## src/rtl/dtl_pkg.sv

```systemverilog
// Shared types and default widths for the DTL target slice.
package dtl_pkg;

    localparam int unsigned DTL_DEFAULT_WIDTH          = 32;
    localparam int unsigned DTL_DEFAULT_ADDR_WIDTH     = 32;
    localparam int unsigned DTL_DEFAULT_BLOCK_WIDTH    = 5;
    localparam int unsigned DTL_DEFAULT_MEM_ADDR_WIDTH = 10;

    localparam logic DTL_READ  = 1'b1;
    localparam logic DTL_WRITE = 1'b0;

    typedef enum logic [1:0] {
        StIdle  = 2'd0,
        StWrite = 2'd1,
        StRead  = 2'd2
    } dtlState_e;

endpackage

```

## src/rtl/dtl_target_interface_if.sv

```systemverilog
// DTL command/write/read channels; signal names follow the target's view.
interface dtl_target_interface_if
    import dtl_pkg::*;
#(
    parameter int unsigned INTERFACE_WIDTH       = DTL_DEFAULT_WIDTH,
    parameter int unsigned INTERFACE_ADDR_WIDTH  = DTL_DEFAULT_ADDR_WIDTH,
    parameter int unsigned INTERFACE_BLOCK_WIDTH = DTL_DEFAULT_BLOCK_WIDTH,
    parameter int unsigned NUM_ENABLES           = INTERFACE_WIDTH / 8
);

    logic                             iDTL_CommandValid;
    logic                             oDTL_CommandAccept;
    logic                             iDTL_CommandReadWrite;
    logic [INTERFACE_ADDR_WIDTH-1:0]  iDTL_Address;
    logic [INTERFACE_BLOCK_WIDTH-1:0] iDTL_BlockSize;

    logic                             iDTL_WriteValid;
    logic                             oDTL_WriteAccept;
    logic [INTERFACE_WIDTH-1:0]       iDTL_WriteData;
    logic [NUM_ENABLES-1:0]           iDTL_WriteEnable;
    logic                             iDTL_WriteLast;

    logic                             oDTL_ReadValid;
    logic                             iDTL_ReadAccept;
    logic [INTERFACE_WIDTH-1:0]       oDTL_ReadData;
    logic                             oDTL_ReadLast;

    modport slave (
        input  iDTL_CommandValid, iDTL_CommandReadWrite, iDTL_Address, iDTL_BlockSize,
        input  iDTL_WriteValid, iDTL_WriteData, iDTL_WriteEnable, iDTL_WriteLast,
        input  iDTL_ReadAccept,
        output oDTL_CommandAccept, oDTL_WriteAccept,
        output oDTL_ReadValid, oDTL_ReadData, oDTL_ReadLast
    );

    modport master (
        output iDTL_CommandValid, iDTL_CommandReadWrite, iDTL_Address, iDTL_BlockSize,
        output iDTL_WriteValid, iDTL_WriteData, iDTL_WriteEnable, iDTL_WriteLast,
        output iDTL_ReadAccept,
        input  oDTL_CommandAccept, oDTL_WriteAccept,
        input  oDTL_ReadValid, oDTL_ReadData, oDTL_ReadLast
    );

endinterface

```

## src/rtl/dtl_read_buffer.sv

```systemverilog
// Two-entry FIFO holding returned read words with their last-beat flag.
module dtl_read_buffer #(
    parameter int unsigned WIDTH = 32
) (
    input  logic             iClk,
    input  logic             iReset_n,
    input  logic             iPush,
    input  logic [WIDTH-1:0] iData,
    input  logic             iLast,
    input  logic             iPop,
    output logic [WIDTH-1:0] oData,
    output logic             oLast,
    output logic             oFull,
    output logic             oEmpty,
    output logic [1:0]       oCount
);

    logic [WIDTH-1:0] dataQ [2];
    logic [1:0]       lastQ;
    logic             wrPtrQ;
    logic             rdPtrQ;
    logic [1:0]       countQ;

    always_ff @(posedge iClk or negedge iReset_n) begin
        if (!iReset_n) begin
            dataQ[0] <= '0;
            dataQ[1] <= '0;
            lastQ    <= '0;
            wrPtrQ   <= 1'b0;
            rdPtrQ   <= 1'b0;
            countQ   <= 2'd0;
        end else begin
            if (iPush) begin
                dataQ[wrPtrQ] <= iData;
                lastQ[wrPtrQ] <= iLast;
                wrPtrQ        <= ~wrPtrQ;
            end
            if (iPop) begin
                rdPtrQ <= ~rdPtrQ;
            end
            unique case ({iPush, iPop})
                2'b10:   countQ <= countQ + 2'd1;
                2'b01:   countQ <= countQ - 2'd1;
                default: countQ <= countQ;
            endcase
        end
    end

    assign oEmpty = (countQ == 2'd0);
    assign oFull  = (countQ == 2'd2);
    assign oCount = countQ;
    // Stale entries are masked so the read channel idles at zero.
    assign oData  = oEmpty ? '0 : dataQ[rdPtrQ];
    assign oLast  = oEmpty ? 1'b0 : lastQ[rdPtrQ];

endmodule

```

## src/rtl/dtl_target_interface.sv

```systemverilog
// DTL target bridging block transfers to a single-port word memory.
// Optional DTL_TARGET_ERROR_CHECK_EN adds a sticky oError protocol flag.
module dtl_target_interface
    import dtl_pkg::*;
#(
    parameter int unsigned INTERFACE_WIDTH       = DTL_DEFAULT_WIDTH,
    parameter int unsigned INTERFACE_ADDR_WIDTH  = DTL_DEFAULT_ADDR_WIDTH,
    parameter int unsigned INTERFACE_BLOCK_WIDTH = DTL_DEFAULT_BLOCK_WIDTH,
    parameter int unsigned MEM_ADDR_WIDTH        = DTL_DEFAULT_MEM_ADDR_WIDTH,
    parameter int unsigned NUM_ENABLES           = INTERFACE_WIDTH / 8
) (
    input  logic                       iClk,
    input  logic                       iReset_n,
    dtl_target_interface_if.slave      dtl,
    output logic                       oMemEnable,
    output logic                       oMemWrite,
    output logic [MEM_ADDR_WIDTH-1:0]  oMemAddress,
    output logic [NUM_ENABLES-1:0]     oMemByteEnable,
    output logic [INTERFACE_WIDTH-1:0] oMemWriteData,
    input  logic [INTERFACE_WIDTH-1:0] iMemReadData
`ifdef DTL_TARGET_ERROR_CHECK_EN
    ,
    output logic                       oError
`endif
);

    localparam int unsigned BYTE_SHIFT = $clog2(NUM_ENABLES);
    localparam logic [MEM_ADDR_WIDTH-1:0]        ADDR_ONE = 1;
    localparam logic [INTERFACE_BLOCK_WIDTH-1:0] BEAT_ONE = 1;

    dtlState_e                        stateQ, stateD;
    logic [MEM_ADDR_WIDTH-1:0]        addrQ, addrD;
    logic [INTERFACE_BLOCK_WIDTH-1:0] beatsQ, beatsD;
    logic                             issueMoreQ, issueMoreD;
    logic                             pendingQ, pendingD;
    logic                             pendingLastQ, pendingLastD;

    logic                       cmdAccept, cmdHs, writeAccept, writeHs;
    logic                       lastBeat, readIssue, readPop;
    logic [2:0]                 freeSlots;
    logic [MEM_ADDR_WIDTH-1:0]  cmdWordAddr;
    logic                       bufEmpty, bufFull, bufLast;
    logic [1:0]                 bufCount;
    logic [INTERFACE_WIDTH-1:0] bufData;

    assign cmdWordAddr = dtl.iDTL_Address[BYTE_SHIFT +: MEM_ADDR_WIDTH];
    assign cmdAccept   = (stateQ == StIdle) & bufEmpty & iReset_n;
    assign cmdHs       = dtl.iDTL_CommandValid & cmdAccept;
    assign writeAccept = (stateQ == StWrite);
    assign writeHs     = writeAccept & dtl.iDTL_WriteValid;
    assign lastBeat    = (beatsQ == '0);
    assign readPop     = ~bufEmpty & dtl.iDTL_ReadAccept;

    // A slot being popped this cycle is free by the time the issued word returns.
    assign freeSlots = 3'd2 - {1'b0, bufCount} + {2'b0, readPop};
    assign readIssue = (stateQ == StRead) & issueMoreQ & (freeSlots > {2'b0, pendingQ});

    always_ff @(posedge iClk or negedge iReset_n) begin
        if (!iReset_n) begin
            stateQ       <= StIdle;
            addrQ        <= '0;
            beatsQ       <= '0;
            issueMoreQ   <= 1'b0;
            pendingQ     <= 1'b0;
            pendingLastQ <= 1'b0;
        end else begin
            stateQ       <= stateD;
            addrQ        <= addrD;
            beatsQ       <= beatsD;
            issueMoreQ   <= issueMoreD;
            pendingQ     <= pendingD;
            pendingLastQ <= pendingLastD;
        end
    end

    always_comb begin
        stateD       = stateQ;
        addrD        = addrQ;
        beatsD       = beatsQ;
        issueMoreD   = issueMoreQ;
        pendingD     = readIssue;
        pendingLastD = readIssue & lastBeat;
        unique case (stateQ)
            StIdle: begin
                if (cmdHs) begin
                    addrD      = cmdWordAddr;
                    beatsD     = dtl.iDTL_BlockSize;
                    issueMoreD = 1'b1;
                    unique case (dtl.iDTL_CommandReadWrite)
                        DTL_READ:  stateD = StRead;
                        DTL_WRITE: stateD = StWrite;
                    endcase
                end
            end
            StWrite: begin
                if (writeHs) begin
                    addrD = addrQ + ADDR_ONE;
                    if (lastBeat) begin
                        stateD = StIdle;
                    end else begin
                        beatsD = beatsQ - BEAT_ONE;
                    end
                end
            end
            StRead: begin
                if (readIssue) begin
                    addrD = addrQ + ADDR_ONE;
                    if (lastBeat) begin
                        issueMoreD = 1'b0;
                    end else begin
                        beatsD = beatsQ - BEAT_ONE;
                    end
                end
                if (readPop & bufLast) begin
                    stateD = StIdle;
                end
            end
            default: stateD = StIdle;
        endcase
    end

    assign oMemEnable     = writeHs | readIssue;
    assign oMemWrite      = writeHs;
    assign oMemAddress    = (writeHs | readIssue) ? addrQ : '0;
    assign oMemByteEnable = writeHs ? dtl.iDTL_WriteEnable : '0;
    assign oMemWriteData  = writeHs ? dtl.iDTL_WriteData : '0;

    dtl_read_buffer #(
        .WIDTH(INTERFACE_WIDTH)
    ) uReadBuffer (
        .iClk    (iClk),
        .iReset_n(iReset_n),
        .iPush   (pendingQ),
        .iData   (iMemReadData),
        .iLast   (pendingLastQ),
        .iPop    (readPop),
        .oData   (bufData),
        .oLast   (bufLast),
        .oFull   (bufFull),
        .oEmpty  (bufEmpty),
        .oCount  (bufCount)
    );

    assign dtl.oDTL_CommandAccept = cmdAccept;
    assign dtl.oDTL_WriteAccept   = writeAccept;
    assign dtl.oDTL_ReadValid     = ~bufEmpty;
    assign dtl.oDTL_ReadData      = bufData;
    assign dtl.oDTL_ReadLast      = bufLast;

`ifdef DTL_TARGET_ERROR_CHECK_EN
    localparam int unsigned UPPER_SHIFT = MEM_ADDR_WIDTH + BYTE_SHIFT;

    logic errorQ, errorD, addrUpperBad, unusedSig;

    assign addrUpperBad = (dtl.iDTL_Address >> UPPER_SHIFT) != '0;
    // WriteLast must coincide exactly with the beat that exhausts BlockSize.
    assign errorD = errorQ | (cmdHs & addrUpperBad)
                  | (writeHs & (dtl.iDTL_WriteLast != lastBeat));

    always_ff @(posedge iClk or negedge iReset_n) begin
        if (!iReset_n) begin
            errorQ <= 1'b0;
        end else begin
            errorQ <= errorD;
        end
    end

    assign oError    = errorQ;
    assign unusedSig = bufFull;
`else
    logic unusedSig;
    assign unusedSig = ^{bufFull, dtl.iDTL_WriteLast, dtl.iDTL_Address};
`endif

endmodule
```

## src/flat_wrapper.sv

```systemverilog
// flat-port wrapper written by rule: the top's interface ports become plain ports
module dtl_target_interface_flat import dtl_pkg::*;
#(
    parameter int unsigned INTERFACE_WIDTH       = DTL_DEFAULT_WIDTH,
    parameter int unsigned INTERFACE_ADDR_WIDTH  = DTL_DEFAULT_ADDR_WIDTH,
    parameter int unsigned INTERFACE_BLOCK_WIDTH = DTL_DEFAULT_BLOCK_WIDTH,
    parameter int unsigned MEM_ADDR_WIDTH        = DTL_DEFAULT_MEM_ADDR_WIDTH,
    parameter int unsigned NUM_ENABLES           = INTERFACE_WIDTH / 8
)
  (iClk, iReset_n, oMemEnable, oMemWrite, oMemAddress, oMemByteEnable, oMemWriteData, iMemReadData, dtl_iDTL_CommandValid, dtl_iDTL_CommandReadWrite, dtl_iDTL_Address, dtl_iDTL_BlockSize, dtl_iDTL_WriteValid, dtl_iDTL_WriteData, dtl_iDTL_WriteEnable, dtl_iDTL_WriteLast, dtl_iDTL_ReadAccept, dtl_oDTL_CommandAccept, dtl_oDTL_WriteAccept, dtl_oDTL_ReadValid, dtl_oDTL_ReadData, dtl_oDTL_ReadLast);
  dtl_target_interface_if #(.INTERFACE_WIDTH(INTERFACE_WIDTH), .INTERFACE_ADDR_WIDTH(INTERFACE_ADDR_WIDTH), .INTERFACE_BLOCK_WIDTH(INTERFACE_BLOCK_WIDTH), .NUM_ENABLES(NUM_ENABLES)) dtl_i ();
  input  logic iClk;
  input  logic iReset_n;
  output logic oMemEnable;
  output logic oMemWrite;
  output logic [MEM_ADDR_WIDTH-1:0] oMemAddress;
  output logic [NUM_ENABLES-1:0] oMemByteEnable;
  output logic [INTERFACE_WIDTH-1:0] oMemWriteData;
  input  logic [INTERFACE_WIDTH-1:0] iMemReadData;
  input wire logic [$bits(dtl_i.iDTL_CommandValid)-1:0] dtl_iDTL_CommandValid;
  input wire logic [$bits(dtl_i.iDTL_CommandReadWrite)-1:0] dtl_iDTL_CommandReadWrite;
  input wire logic [$bits(dtl_i.iDTL_Address)-1:0] dtl_iDTL_Address;
  input wire logic [$bits(dtl_i.iDTL_BlockSize)-1:0] dtl_iDTL_BlockSize;
  input wire logic [$bits(dtl_i.iDTL_WriteValid)-1:0] dtl_iDTL_WriteValid;
  input wire logic [$bits(dtl_i.iDTL_WriteData)-1:0] dtl_iDTL_WriteData;
  input wire logic [$bits(dtl_i.iDTL_WriteEnable)-1:0] dtl_iDTL_WriteEnable;
  input wire logic [$bits(dtl_i.iDTL_WriteLast)-1:0] dtl_iDTL_WriteLast;
  input wire logic [$bits(dtl_i.iDTL_ReadAccept)-1:0] dtl_iDTL_ReadAccept;
  output wire logic [$bits(dtl_i.oDTL_CommandAccept)-1:0] dtl_oDTL_CommandAccept;
  output wire logic [$bits(dtl_i.oDTL_WriteAccept)-1:0] dtl_oDTL_WriteAccept;
  output wire logic [$bits(dtl_i.oDTL_ReadValid)-1:0] dtl_oDTL_ReadValid;
  output wire logic [$bits(dtl_i.oDTL_ReadData)-1:0] dtl_oDTL_ReadData;
  output wire logic [$bits(dtl_i.oDTL_ReadLast)-1:0] dtl_oDTL_ReadLast;
  assign dtl_i.iDTL_CommandValid = dtl_iDTL_CommandValid;
  assign dtl_i.iDTL_CommandReadWrite = dtl_iDTL_CommandReadWrite;
  assign dtl_i.iDTL_Address = dtl_iDTL_Address;
  assign dtl_i.iDTL_BlockSize = dtl_iDTL_BlockSize;
  assign dtl_i.iDTL_WriteValid = dtl_iDTL_WriteValid;
  assign dtl_i.iDTL_WriteData = dtl_iDTL_WriteData;
  assign dtl_i.iDTL_WriteEnable = dtl_iDTL_WriteEnable;
  assign dtl_i.iDTL_WriteLast = dtl_iDTL_WriteLast;
  assign dtl_i.iDTL_ReadAccept = dtl_iDTL_ReadAccept;
  assign dtl_oDTL_CommandAccept = dtl_i.oDTL_CommandAccept;
  assign dtl_oDTL_WriteAccept = dtl_i.oDTL_WriteAccept;
  assign dtl_oDTL_ReadValid = dtl_i.oDTL_ReadValid;
  assign dtl_oDTL_ReadData = dtl_i.oDTL_ReadData;
  assign dtl_oDTL_ReadLast = dtl_i.oDTL_ReadLast;
  dtl_target_interface #(.INTERFACE_WIDTH(INTERFACE_WIDTH), .INTERFACE_ADDR_WIDTH(INTERFACE_ADDR_WIDTH), .INTERFACE_BLOCK_WIDTH(INTERFACE_BLOCK_WIDTH), .MEM_ADDR_WIDTH(MEM_ADDR_WIDTH), .NUM_ENABLES(NUM_ENABLES)) u_core (.iClk(iClk), .iReset_n(iReset_n), .dtl(dtl_i), .oMemEnable(oMemEnable), .oMemWrite(oMemWrite), .oMemAddress(oMemAddress), .oMemByteEnable(oMemByteEnable), .oMemWriteData(oMemWriteData), .iMemReadData(iMemReadData));
endmodule
```

## config.mk

```make
export PLATFORM = sky130hd
export DESIGN_NAME = dtl_target_interface_flat
export DESIGN_NICKNAME = d
export VERILOG_FILES = /design/src/rtl/dtl_pkg.sv /design/src/rtl/dtl_target_interface_if.sv /design/src/rtl/dtl_read_buffer.sv /design/src/rtl/dtl_target_interface.sv /design/src/flat_wrapper.sv
export SDC_FILE = /design/constraint.sdc
export NUM_CORES = 1
export LEC_CHECK = 0
export ABC_CLOCK_PERIOD_IN_PS = 7900
export CAP_MARGIN = 20
export CORE_ASPECT_RATIO = 1.2
export CORE_MARGIN = 1.5
export CORE_UTILIZATION = 36
export DETAILED_ROUTE_END_ITERATION = 6
export HOLD_SLACK_MARGIN = 0.12
export PLACE_DENSITY = 0.67
export SETUP_SLACK_MARGIN = 0.15
export SLEW_MARGIN = 20
export SYNTH_ARGS = -nofsm -noshare
export SYNTH_HDL_FRONTEND = slang
export SYNTH_HIERARCHICAL = 1
export SYNTH_SLANG_ARGS = --single-unit
```

## constraint.sdc

```tcl
create_clock -name iClk -period 7.9 [get_ports iClk]
set_input_delay 1.58 -clock iClk [delete_from_list [all_inputs] [get_ports iClk]]
set_output_delay 1.58 -clock iClk [all_outputs]
set_load 0.01 [all_outputs]
```

==> impl_metrics.tcl <==
set metrics [dict create \
    nFillCells 1223 \
    multi_input_area_mm2 0.00239 \
    cts_resized 0 \
    crit_arrival_ns 4.26 \
    final_common_cell "clkdlybuf4s50_1" \
    dr_total_vias 3953 \
    port_buffers 172 \
    clk_latency_ns 0.33 \
    ant_nets 0 \
    cap_violations 0 \
    grt_max_degree 61 \
    yosysWarnings 6 \
    synth_area_mm2 0.00490 \
    drtPass1Iterations 4 \
    holdBufCountCts 0 \
    syn_area_per_cell_um2 11.1 \
    antenna_cells 0 \
    syn_nets 566 \
    core_mm2 0.0132 \
    ioPinCount 196 \
    dpl.hpwl_um 8520 \
    grt_antenna_before_repair 0 \
    viasPerCell 5.14 \
    p_sw_mw 1.00 \
    hold_class "reg2reg" \
    critPathRequiredTime_ns 6.32 \
    synth_cells 443 \
    cts.root.buffer_cell "clkbuf_16" \
    power.leakage_nw 3.06 \
    rows 46 \
    layout_common_cells "171 x clkdlybuf4s50_1, 89 x dfrtp_1, 64 x mux2_2, 45 x nor2_1, 38 x and3_1" \
    cts_made_buffers 9 \
    end_kind "output port" \
    post_cts_buffers 0 \
    pwr-share-clk 0.146 \
    cts.clk_slew.worst_paths_ns 0.06 \
    start_util 0.370 \
    max_slew.worst_pin.slew_ns 1.08 \
    wl_per_cell_um 15.7 \
    seqPwrFrac 0.326 \
    finClkSkew_ns 0.00701 \
    post-route-drc-count 0 \
    worst-setup-path-type "in2out" \
    status "finished clean" \
    cp_max_fo 11 \
    final_util 0.526 \
    timing.setup.tns_ns 0 \
    drv_slew 0 \
    groute.usage.overall 0.174 \
    pwr-share-comb 0.527 \
    cellPowerDensity_mw_per_mm2 390 \
    setup_viol 0 \
    period_share 0.740 \
    place_congestion 0.799 \
    wl_um 12100 \
    cts_sinks 90 \
    fp.dieArea_mm2 0.0143 \
    ir_drop_mv 0.164 \
    grt_pass1_wl_um 19500 \
    dieWidth_um 109 \
    nets 720 \
    syn_to_final_growth_pct 42.1 \
    p_int_mw 1.71 \
    rsz0062_at_grt "no" \
    fmax_ghz 0.171 \
    drt_iter0_markers 211 \
    cts_tree "yes" \
    grt_pass1_vias 4096 \
    hold_violations 0 \
    globalRouteOverflowTotal 0 \
    drive_gt1_frac 0.155 \
    slew_headroom 0.279 \
    switching_share 0.369 \
    htree_levels 3 \
    power_mw 2.71 \
    cts_max_path_buffers 2 \
    critPathLaunchType "input pin" \
    seqCellArea_mm2 0.00225 \
    die_h_um 131 \
    post-route-min-period_ns 5.84 \
]
registers in the layout (all words and copies together), names as in the netlist:
register,cells
u_core/addrQ,10
u_core/beatsQ,5
u_core/issueMoreQ,1
u_core/pendingLastQ,1
u_core/pendingQ,1
u_core/stateQ,2
u_core/uReadBuffer/dataQ,64
u_core/uReadBuffer/lastQ,2
u_core/uReadBuffer/oCount,2
u_core/uReadBuffer/rdPtrQ,1
u_core/uReadBuffer/wrPtrQ,1
critical path: stages:
cell,delay (ns)
clkdlybuf4s50_1,0.45
nand2_1,0.08
ha_1,0.30
ha_1,0.27
nand3b_1,0.12
a31oi_1,0.80
nor2b_1,0.12
clkdlybuf4s50_1,0.54
worst paths after layout:
path,cells past startpoint,startpoint,end,slack (ns)
max reg2reg,10,u_core/uReadBuffer/oCount[0],u_core/addrQ[5],4.46
max,8,dtl_iDTL_ReadAccept,oMemAddress[0],2.06
max in group asynchronous,2,iReset_n,u_core/beatsQ[1],5.57
min reg2reg,1,u_core/uReadBuffer/dataQ[39],u_core/uReadBuffer/dataQ[39],0.49
min,1,u_core/uReadBuffer/dataQ[39],u_core/uReadBuffer/dataQ[39],0.49
min in group asynchronous,1,iReset_n,u_core/uReadBuffer/wrPtrQ,1.19
metrics by stage:
step / instance area (µm²) / hold WS [ns] / setup slack, ns / cells
after floorplan: 4900 / 0.457 / 3.39 / 443
after global placement: 6650 / 0.470 / 2.08 / 753
after detailed placement: 6650 / 0.482 / 2.05 / 753
after CTS: 6930 / 0.496 / 2.04 / 768
after global routing: 6960 / 0.513 / 1.71 / 769
final: 6960 / 0.494 / 2.06 / 769
metal layers:
layer,global-route usage,up-vias,wire length (µm)
li1,-,1886,-
met1,0.198,1904,4750
met2,0.323,152,6370
met3,0.0412,11,813
met4,0.0481,0,130
met5,0,-,0
final cells by class:
| class | instances | area share |
|---|---|---|
| clock buffer | 12 | 0.0369 |
| clock inverter | 3 | 0.00342 |
| inverter | 17 | 0.00917 |
| multi-input combinational | 304 | 0.343 |
| sequential | 90 | 0.324 |
| tap | 168 | 0.0302 |
| timing repair buffer | 175 | 0.253 |
power by group through the flow:
stage / Combinational, mW / Sequential [mW] / Clock (mW)
after floorplan: 0.972 / 0.798 / 0
after global placement: 1.41 / 0.880 / 0
after detailed placement: 1.44 / 0.894 / 0
after CTS: 1.45 / 0.886 / 0.412
after global routing: 1.57 / 0.925 / 0.427
final: 1.43 / 0.885 / 0.397
Note: power is estimated with default switching activity, not from simulation.
